===== src/rtl/dfu_skew_fetch.sv =====
// dfu_skew_fetch: pops one compute instruction and sweeps skewed per-lane A/B SRAM reads
// Ports: clk, rst (async active-low); idu2dfu_compute_fifo_empty/_instr/_instr_vld in,
//   dfu2idu_compute_instr_req out; dfu2ip_{a,b}_sram_rd_en/_rd_addr per-lane reads;
//   dfu2mux_rd_en (any A lane on), dfu_busy (not IDLE), dfu_done (1-cycle end pulse).
// Define DFU_STALL_EN to add input ip2dfu_stall, which freezes the sweep while high.
module dfu_skew_fetch #(
    parameter int ROW         = 4,
    parameter int COL         = 4,
    parameter int SRAM_ADDR_W = 10,
    parameter int K_W         = 11,
    parameter int INSTR_W     = 2*SRAM_ADDR_W+K_W
) (
    input  logic                       clk,
    input  logic                       rst,
`ifdef DFU_STALL_EN
    input  logic                       ip2dfu_stall,
`endif
    input  logic                       idu2dfu_compute_fifo_empty,
    output logic                       dfu2idu_compute_instr_req,
    input  logic [INSTR_W-1:0]         idu2dfu_compute_instr,
    input  logic                       idu2dfu_compute_instr_vld,
    output logic [ROW-1:0]             dfu2ip_a_sram_rd_en,
    output logic [ROW*SRAM_ADDR_W-1:0] dfu2ip_a_sram_rd_addr,
    output logic [COL-1:0]             dfu2ip_b_sram_rd_en,
    output logic [COL*SRAM_ADDR_W-1:0] dfu2ip_b_sram_rd_addr,
    output logic                       dfu2mux_rd_en,
    output logic                       dfu_busy,
    output logic                       dfu_done
);
    localparam int MAXL = ROW > COL ? ROW : COL;
    localparam int T_W  = K_W + 2;
    localparam logic [2:0] S_IDLE  = 3'd0;
    localparam logic [2:0] S_REQ   = 3'd1;
    localparam logic [2:0] S_FETCH = 3'd2;
    localparam logic [2:0] S_SWEEP = 3'd3;
    localparam logic [2:0] S_DONE  = 3'd4;

    logic [2:0]                 state_q, state_d;
    logic [T_W-1:0]             t_q, t_d, t_last;
    logic [SRAM_ADDR_W-1:0]     sa_q, sa_d, sb_q, sb_d;
    logic [K_W-1:0]             k_q, k_d;
    logic                       req_q, req_d, mux_q, busy_q, done_q;
    logic [ROW-1:0]             a_en_q, a_en_d;
    logic [ROW*SRAM_ADDR_W-1:0] a_addr_q, a_addr_d;
    logic [COL-1:0]             b_en_q, b_en_d;
    logic [COL*SRAM_ADDR_W-1:0] b_addr_q, b_addr_d;
    logic                       stall;

`ifdef DFU_STALL_EN
    assign stall = ip2dfu_stall;
`else
    assign stall = 1'b0;
`endif

    // Last step at which the slowest lane still has a read to issue.
    assign t_last = T_W'(k_q) + T_W'(MAXL - 2);

    always_comb begin
        state_d  = state_q;
        t_d      = t_q;
        sa_d     = sa_q;
        sb_d     = sb_q;
        k_d      = k_q;
        req_d    = req_q;
        a_en_d   = '0;
        a_addr_d = '0;
        b_en_d   = '0;
        b_addr_d = '0;
        case (state_q)
            S_IDLE:  state_d = idu2dfu_compute_fifo_empty ? S_IDLE : S_REQ;
            S_REQ: begin
                req_d   = 1'b1;
                state_d = S_FETCH;
            end
            S_FETCH: if (idu2dfu_compute_instr_vld) begin
                req_d   = 1'b0;
                sa_d    = idu2dfu_compute_instr[SRAM_ADDR_W-1:0];
                sb_d    = idu2dfu_compute_instr[2*SRAM_ADDR_W-1:SRAM_ADDR_W];
                k_d     = idu2dfu_compute_instr[INSTR_W-1:2*SRAM_ADDR_W];
                t_d     = '0;
                state_d = idu2dfu_compute_instr[INSTR_W-1:2*SRAM_ADDR_W] == '0 ? S_DONE : S_SWEEP;
            end
            S_SWEEP: if (stall) begin
                // Frozen step: re-register the current outputs unchanged.
                a_en_d   = a_en_q;
                a_addr_d = a_addr_q;
                b_en_d   = b_en_q;
                b_addr_d = b_addr_q;
            end else begin
                // Lane i lags lane 0 by i steps and reads k_len consecutive words.
                for (int i = 0; i < ROW; i++) begin
                    a_en_d[i] = t_q >= T_W'(i) && t_q < T_W'(k_q) + T_W'(i);
                    a_addr_d[i*SRAM_ADDR_W +: SRAM_ADDR_W] = a_en_d[i] ? sa_q + SRAM_ADDR_W'(t_q - T_W'(i)) : '0;
                end
                for (int j = 0; j < COL; j++) begin
                    b_en_d[j] = t_q >= T_W'(j) && t_q < T_W'(k_q) + T_W'(j);
                    b_addr_d[j*SRAM_ADDR_W +: SRAM_ADDR_W] = b_en_d[j] ? sb_q + SRAM_ADDR_W'(t_q - T_W'(j)) : '0;
                end
                t_d     = t_q + 1'b1;
                state_d = t_q == t_last ? S_DONE : S_SWEEP;
            end
            S_DONE:  state_d = S_IDLE;
            default: state_d = S_IDLE;
        endcase
    end

    always_ff @(posedge clk or negedge rst) begin
        if (!rst) begin
            state_q  <= S_IDLE;
            t_q      <= '0;
            sa_q     <= '0;
            sb_q     <= '0;
            k_q      <= '0;
            req_q    <= 1'b0;
            a_en_q   <= '0;
            a_addr_q <= '0;
            b_en_q   <= '0;
            b_addr_q <= '0;
            mux_q    <= 1'b0;
            busy_q   <= 1'b0;
            done_q   <= 1'b0;
        end else begin
            state_q  <= state_d;
            t_q      <= t_d;
            sa_q     <= sa_d;
            sb_q     <= sb_d;
            k_q      <= k_d;
            req_q    <= req_d;
            a_en_q   <= a_en_d;
            a_addr_q <= a_addr_d;
            b_en_q   <= b_en_d;
            b_addr_q <= b_addr_d;
            mux_q    <= |a_en_d;
            busy_q   <= state_d != S_IDLE;
            done_q   <= state_d == S_DONE;
        end
    end

    assign dfu2idu_compute_instr_req = req_q;
    assign dfu2ip_a_sram_rd_en       = a_en_q;
    assign dfu2ip_a_sram_rd_addr     = a_addr_q;
    assign dfu2ip_b_sram_rd_en       = b_en_q;
    assign dfu2ip_b_sram_rd_addr     = b_addr_q;
    assign dfu2mux_rd_en             = mux_q;
    assign dfu_busy                  = busy_q;
    assign dfu_done                  = done_q;
endmodule

===== config.mk =====
export PLATFORM = sky130hd
export DESIGN_NAME = dfu_skew_fetch
export DESIGN_NICKNAME = d
export VERILOG_FILES = /design/src/rtl/dfu_skew_fetch.sv
export SDC_FILE = /design/constraint.sdc
export NUM_CORES = 1
export LEC_CHECK = 0
export CORE_ASPECT_RATIO = 0.75
export CORE_MARGIN = 2
export CORE_UTILIZATION = 40
export DETAILED_ROUTE_END_ITERATION = 6
export SLEW_MARGIN = 20
export SYNTH_ARGS = -nofsm -noshare
export SYNTH_HDL_FRONTEND = slang
export SYNTH_SLANG_ARGS = --single-unit

===== constraint.sdc =====
create_clock -name clk -period 8.49 [get_ports clk]
set_clock_uncertainty 0.2 [all_clocks]
set_input_delay 1.698 -clock clk [delete_from_list [all_inputs] [get_ports clk]]
set_output_delay 1.698 -clock clk [all_outputs]
set_load 0.02 [all_outputs]

## Yosys cells after proc, flatten, opt, wreduce, memory -nomap -nowiden

Index checks and enable logic that the tools add are counted.

- Output and inout bits: 92
- Bits in registers: 135
- Word-level logic and storage cells: 74
- Input port bits: 35

- Reduce and logical (&&, ||, !) cells: 13
- Add/sub/neg operators: 15
- Equal/unequal tests: 6
- $lt $le $gt $ge: 8
- Mux-type cells: 20

Operators by type and width:

| cell | count |
|---|---|
| 10-bit adder | 8 |
| 10-bit 2-to-1 mux | 8 |
| 40-bit 2-to-1 mux | 2 |
| 13-bit by 12-bit < comparator with 1-bit output | 3 |
| 13-bit by 1-bit >= comparator with 1-bit output (second input constant) | 2 |
| 13-bit by 2-bit >= comparator with 1-bit output (second input constant) | 2 |
| 13-bit one-hot mux with 2 select lines | 1 |
| 11-bit by 2-bit adder with 12-bit output (second input constant) | 2 |
| 10-bit by 2-bit subtractor with 10-bit output (second input constant) | 2 |
| 13-bit by 1-bit adder with 13-bit output (second input constant) | 1 |
| 13-bit by 12-bit == test with 1-bit output | 1 |
| 13-bit by 11-bit < comparator with 1-bit output | 1 |
| 13-bit 2-to-1 mux | 1 |
| 11-bit by 1-bit adder with 12-bit output (second input constant) | 1 |
| 3-bit one-hot mux with 4 select lines | 1 |
| 11-bit logical NOT | 1 |
| 10-bit by 1-bit subtractor with 10-bit output (second input constant) | 1 |
| 3-bit 2-to-1 mux | 3 |
| 3-bit by 2-bit == test with 1-bit output (second input constant) | 2 |
| 2-bit AND reduction | 3 |
| 1-bit logical AND | 4 |
| 4-bit 2-to-1 mux | 1 |
| 2-bit nonzero test | 2 |
| 4-bit OR reduction | 1 |
| other kinds (7) | 8 |

## Logic depth before layout (Yosys ltp)

- Word-level depth: 5
- Gate-level depth with buffers: 13
- Gate-level depth less buffers: 12

## Worst setup path after synthesis

OpenSTA, ideal clock, no wires.

- Path kind: register to register
- From: reg t_q[1]
- To: reg a_addr_q[19] (netlist: dfu2ip_a_sram_rd_addr[19])
- Clock period less this slack: 3.312 ns
- Data required time: 8.169 ns
- Slack: 5.178 ns
- Cell stages (with the launch flop): 13
- Arrival: 2.990 ns
- Buffers on the path: 0
- Cells stage by stage: dfrtp_1 inv_1 ha_1 inv_1 or3_1 xnor2_1 ha_1 nand3_1 o2111ai_1 a2111o_1 a31oi_1 xnor2_1 nor2_1

- Word-level cells in the longest chain between the ends: 4
- Elaborated cells on any way between the ends: 7
- Those cells by class: 2 x add/sub; 2 x order compare; 2 x mux; 1 x reduce/logical

RTL lines:

| item | RTL line | source |
|---|---|---|
| from (decl) | 39 | `logic [T_W-1:0] t_q, t_d, t_last;` |
| from (signal assigned) | 124 | `t_q <= t_d;` |
| 10-bit by 1-bit subtractor with 10-bit output (tied with other cells) | 93 | `a_addr_d[i*SRAM_ADDR_W +: SRAM_ADDR_W] = a_en_d[i] ? sa_q + SRAM_ADDR_W'(t_q - T_W'(i)) : '0;` |
| 10-bit adder or 1-bit logical AND (tied branches) | 93, 92 |  |
| 10-bit 2-to-1 mux * | 93 |  |
| 40-bit 2-to-1 mux * | 69 | `case (state_q)` |
| via a_addr_d[19] | 44 | `logic [ROW*SRAM_ADDR_W-1:0] a_addr_q, a_addr_d;` |
| to (signal assigned) | 130 | `a_addr_q <= a_addr_d;` |
| to (decl) | 44 |  |

Mark *: on every way through the listed nets, which the timed path passes. The rest lies on a longest branch.
A chain may end at the register's enable or synchronous reset.

## Worst setup path in the final report

- From: reg k_q[3]
- To: reg a_addr_q[33] (netlist: dfu2ip_a_sram_rd_addr[33])

- Word-level cells in the longest chain between the ends: 5

RTL lines:

| item | RTL line | source |
|---|---|---|
| from (decl) | 41 | `logic [K_W-1:0] k_q, k_d;` |
| from (signal assigned) | 127 | `k_q <= k_d;` |
| 11-bit by 2-bit adder with 12-bit output | 92 | `a_en_d[i] = t_q >= T_W'(i) && t_q < T_W'(k_q) + T_W'(i);` |
| 13-bit by 12-bit < comparator with 1-bit output | 92 |  |
| 1-bit logical AND | 92 |  |
| 10-bit 2-to-1 mux | 93 |  |
| 40-bit 2-to-1 mux | 69 |  |
| via a_addr_d[33] | 44 |  |

The timed path passes the listed nets, and every way through them passes these cells.

==> reports/metrics.yaml <==
outcome: "finished with violations"
violations: "DRC"
syn_nets: 1178
start_util_pct: 40.54
ys_seq_area_share_pct: 36.42
place_area_sq_um: 10810
clock.fmax_mhz: 237.9
setup_viol: 0
drc: 1
dp_hpwl_mm: 19.07
viasPerCell: 5.244
overflow: 0
cts.repair.resized: 0
cts_max_level: 4
grt_max_degree: 73
min_path_type: "flip-flop to flip-flop"
clock_path_buffers: 2
ctsHoldBuffers: 0
r2r_slack_ps: 4290
first_pass_iters: 7
fp.dieW_um: 179.8
max_slew_margin_pct: 28.31
ys.flop_type: "dfrtp_1"
clock-sinks: 135
met1_usage_pct: 33.75
syn_area_sq_um: 9276
grt_pass1_vias: 7406
max_cap_violations: 0
synth-edff-count: 0
vias: 7562
grtUsageTotal_pct: 22.02
die_h_um: 135.9
synth.most_common_cell: "dfrtp_1"
setup_tns_ps: 0
synth-seq-cells: 135
synth.distinct_cells: 58
finalInstanceArea_sq_um: 11430
cts_made_buffers: 17
routed_wirelength_mm: 25.96
use_met3_pct: 4.741
rsz0062_at_grt: "false"
cp_data_arrival_time_ps: 4350
wl_per_cell_um: 18.01
dieArea_sq_um: 24440
period_needed_ps: 4203
avgSynthCellArea_sq_um: 9.185
antenna_found_initial: 0
areaGrowthSynthToFinish_pct: 23.21
fin_nets: 1297
netlist_instances: 1010
synth_commonest_cells: "dfrtp_1 (135), nor2_1 (133), ha_1 (125)"
worstMarginPinSlew_ps: 1075
synth_warnings: 0
postSynth.asyncResetShare_pct: 100.0
core-area_sq_um: 22880
cts.clk_slew.worst_paths_ps: 60
synth_top_area_share_pct: 36.42
met2_usage_pct: 31.23
crit_type: "flip-flop to flip-flop"
io_pins: 127
cts_root_buf: "clkbuf_16"
layout-drive-gt1-share_pct: 4.991
port_buffers: 126
synth_largest_area_cell: "dfrtp_1"
fin_crit_sh_pct: 49.51
cts_setup_buffers: 0
finalHoldViolations: 0
grt_pass1_wl_mm: 41.28
antennaDiodeCount: 0
crit_required_ps: 8630
drt_iter0_markers: 626
gp_congestion: 0.9303
clock_latency_ps: 430
crit_path_start_kind: "flip-flop"
cts_tree: "done"
cp_max_fo: 22
drv_slew: 0
synthTopCellsByArea: "dfrtp_1 (36%), ha_1 (17%), xnor2_1 (6.0%), nor2_1 (5.4%), nand2_1 (4.2%)"
ant_nets: 0
cp-end-kind: "flip-flop"
rows: 48
grt.busiest_layer: "met1"
==> layout by cell type, fill, tap and decap left out, types with 12 or more instances in the layout <==
cell type          n
dfrtp_1          135
nor2_1           132
ha_1             125
clkdlybuf4s50_1  125
nand2_1          103
o21ai_0           69
xnor2_1           64
inv_1             40
xor2_1            40
a21oi_1           40
nand3_1           29
nor3_1            27
nor2b_1           26
nand2b_1          18
clkbuf_16         17
a21o_1            12
==> state kept, by name, indices dropped and copies added (netlist names) <==
signal                     count
dfu2ip_a_sram_rd_addr         40
dfu2ip_b_sram_rd_addr         40
t_q                           13
k_q                           11
sa_q                          10
sb_q                          10
dfu2ip_b_sram_rd_en            4
state_q                        3
dfu2idu_compute_instr_req      1
dfu2mux_rd_en                  1
dfu_busy                       1
dfu_done                       1
==> critical path: stages (launching register included) <==
cell and delay (ps):
dfrtp_1 460, clkinv_1 300, nor3_1 570, nand2_1 190
nor3_1 250, xnor2_1 150, ha_1 250, a21o_1 180
a2111oi_0 810, o31ai_4 460, nor3_1 290
==> worst paths after layout <==
kind | start | endpoint | depth (start not counted)
max | k_q[3] | dfu2ip_a_sram_rd_addr[33] | 10
min | sa_q[9] | sa_q[9] | 2
max reg2reg | k_q[3] | dfu2ip_a_sram_rd_addr[33] | 10
min reg2reg | sa_q[9] | sa_q[9] | 2
max in group asynchronous | rst | dfu2ip_b_sram_rd_en[1] | 2
min in group asynchronous | rst | dfu2ip_b_sram_rd_addr[8] | 1
==> metrics by stage <==
step / hold slack (ps) / std cells / worst slack (ps) / utilization (%)
after floorplan: 265.2 / 1010 / 5178 / -
after global placement: 278.5 / 1409 / 4361 / 47.25
after detailed placement: 285.0 / 1409 / 4346 / 47.25
after CTS: 301.1 / 1441 / 4376 / 49.89
after global routing: 334.1 / 1442 / 4016 / 49.95
final: 296.4 / 1442 / 4287 / 49.95
==> metal layers <==
layer | share of wire (%) | wire length [um] | vias to the layer above
li1 | - | - | 3726
met1 | 52 | 13480 | 3548
met2 | 40 | 10300 | 256
met3 | 6.9 | 1794 | 32
met4 | 1.5 | 390 | 0
met5 | 0 | 0 | -
==> logic make-up (layout without fill, tap and decap cells) <==
logic type,Yosys count,count (layout),share of synthesized area [%]
xor gates and xnor gates,104,104,9.819
buffers and inverters,77,209,3.588
DFF,135,135,36.42
adders and majority gates,133,133,18.59
muxes,1,1,0.1079
AOI/OAI and AO/OA,185,185,12.81
and+or+nand+nor,375,375,18.67
==> area by class of cell <==
type	instances	area, sq um
well taps	300	375.4
repair buffers	134	1330
clock inverters	14	163.9
fillers	2150	11450
flip-flops and latches	135	3378
multi-input cells	798	5582
inverters	43	161.4
clock buffers	18	439.2
Power is left out: the tool's default activity adds up to more than one toggle a clock period on the data nets, which glitch-free logic cannot reach.
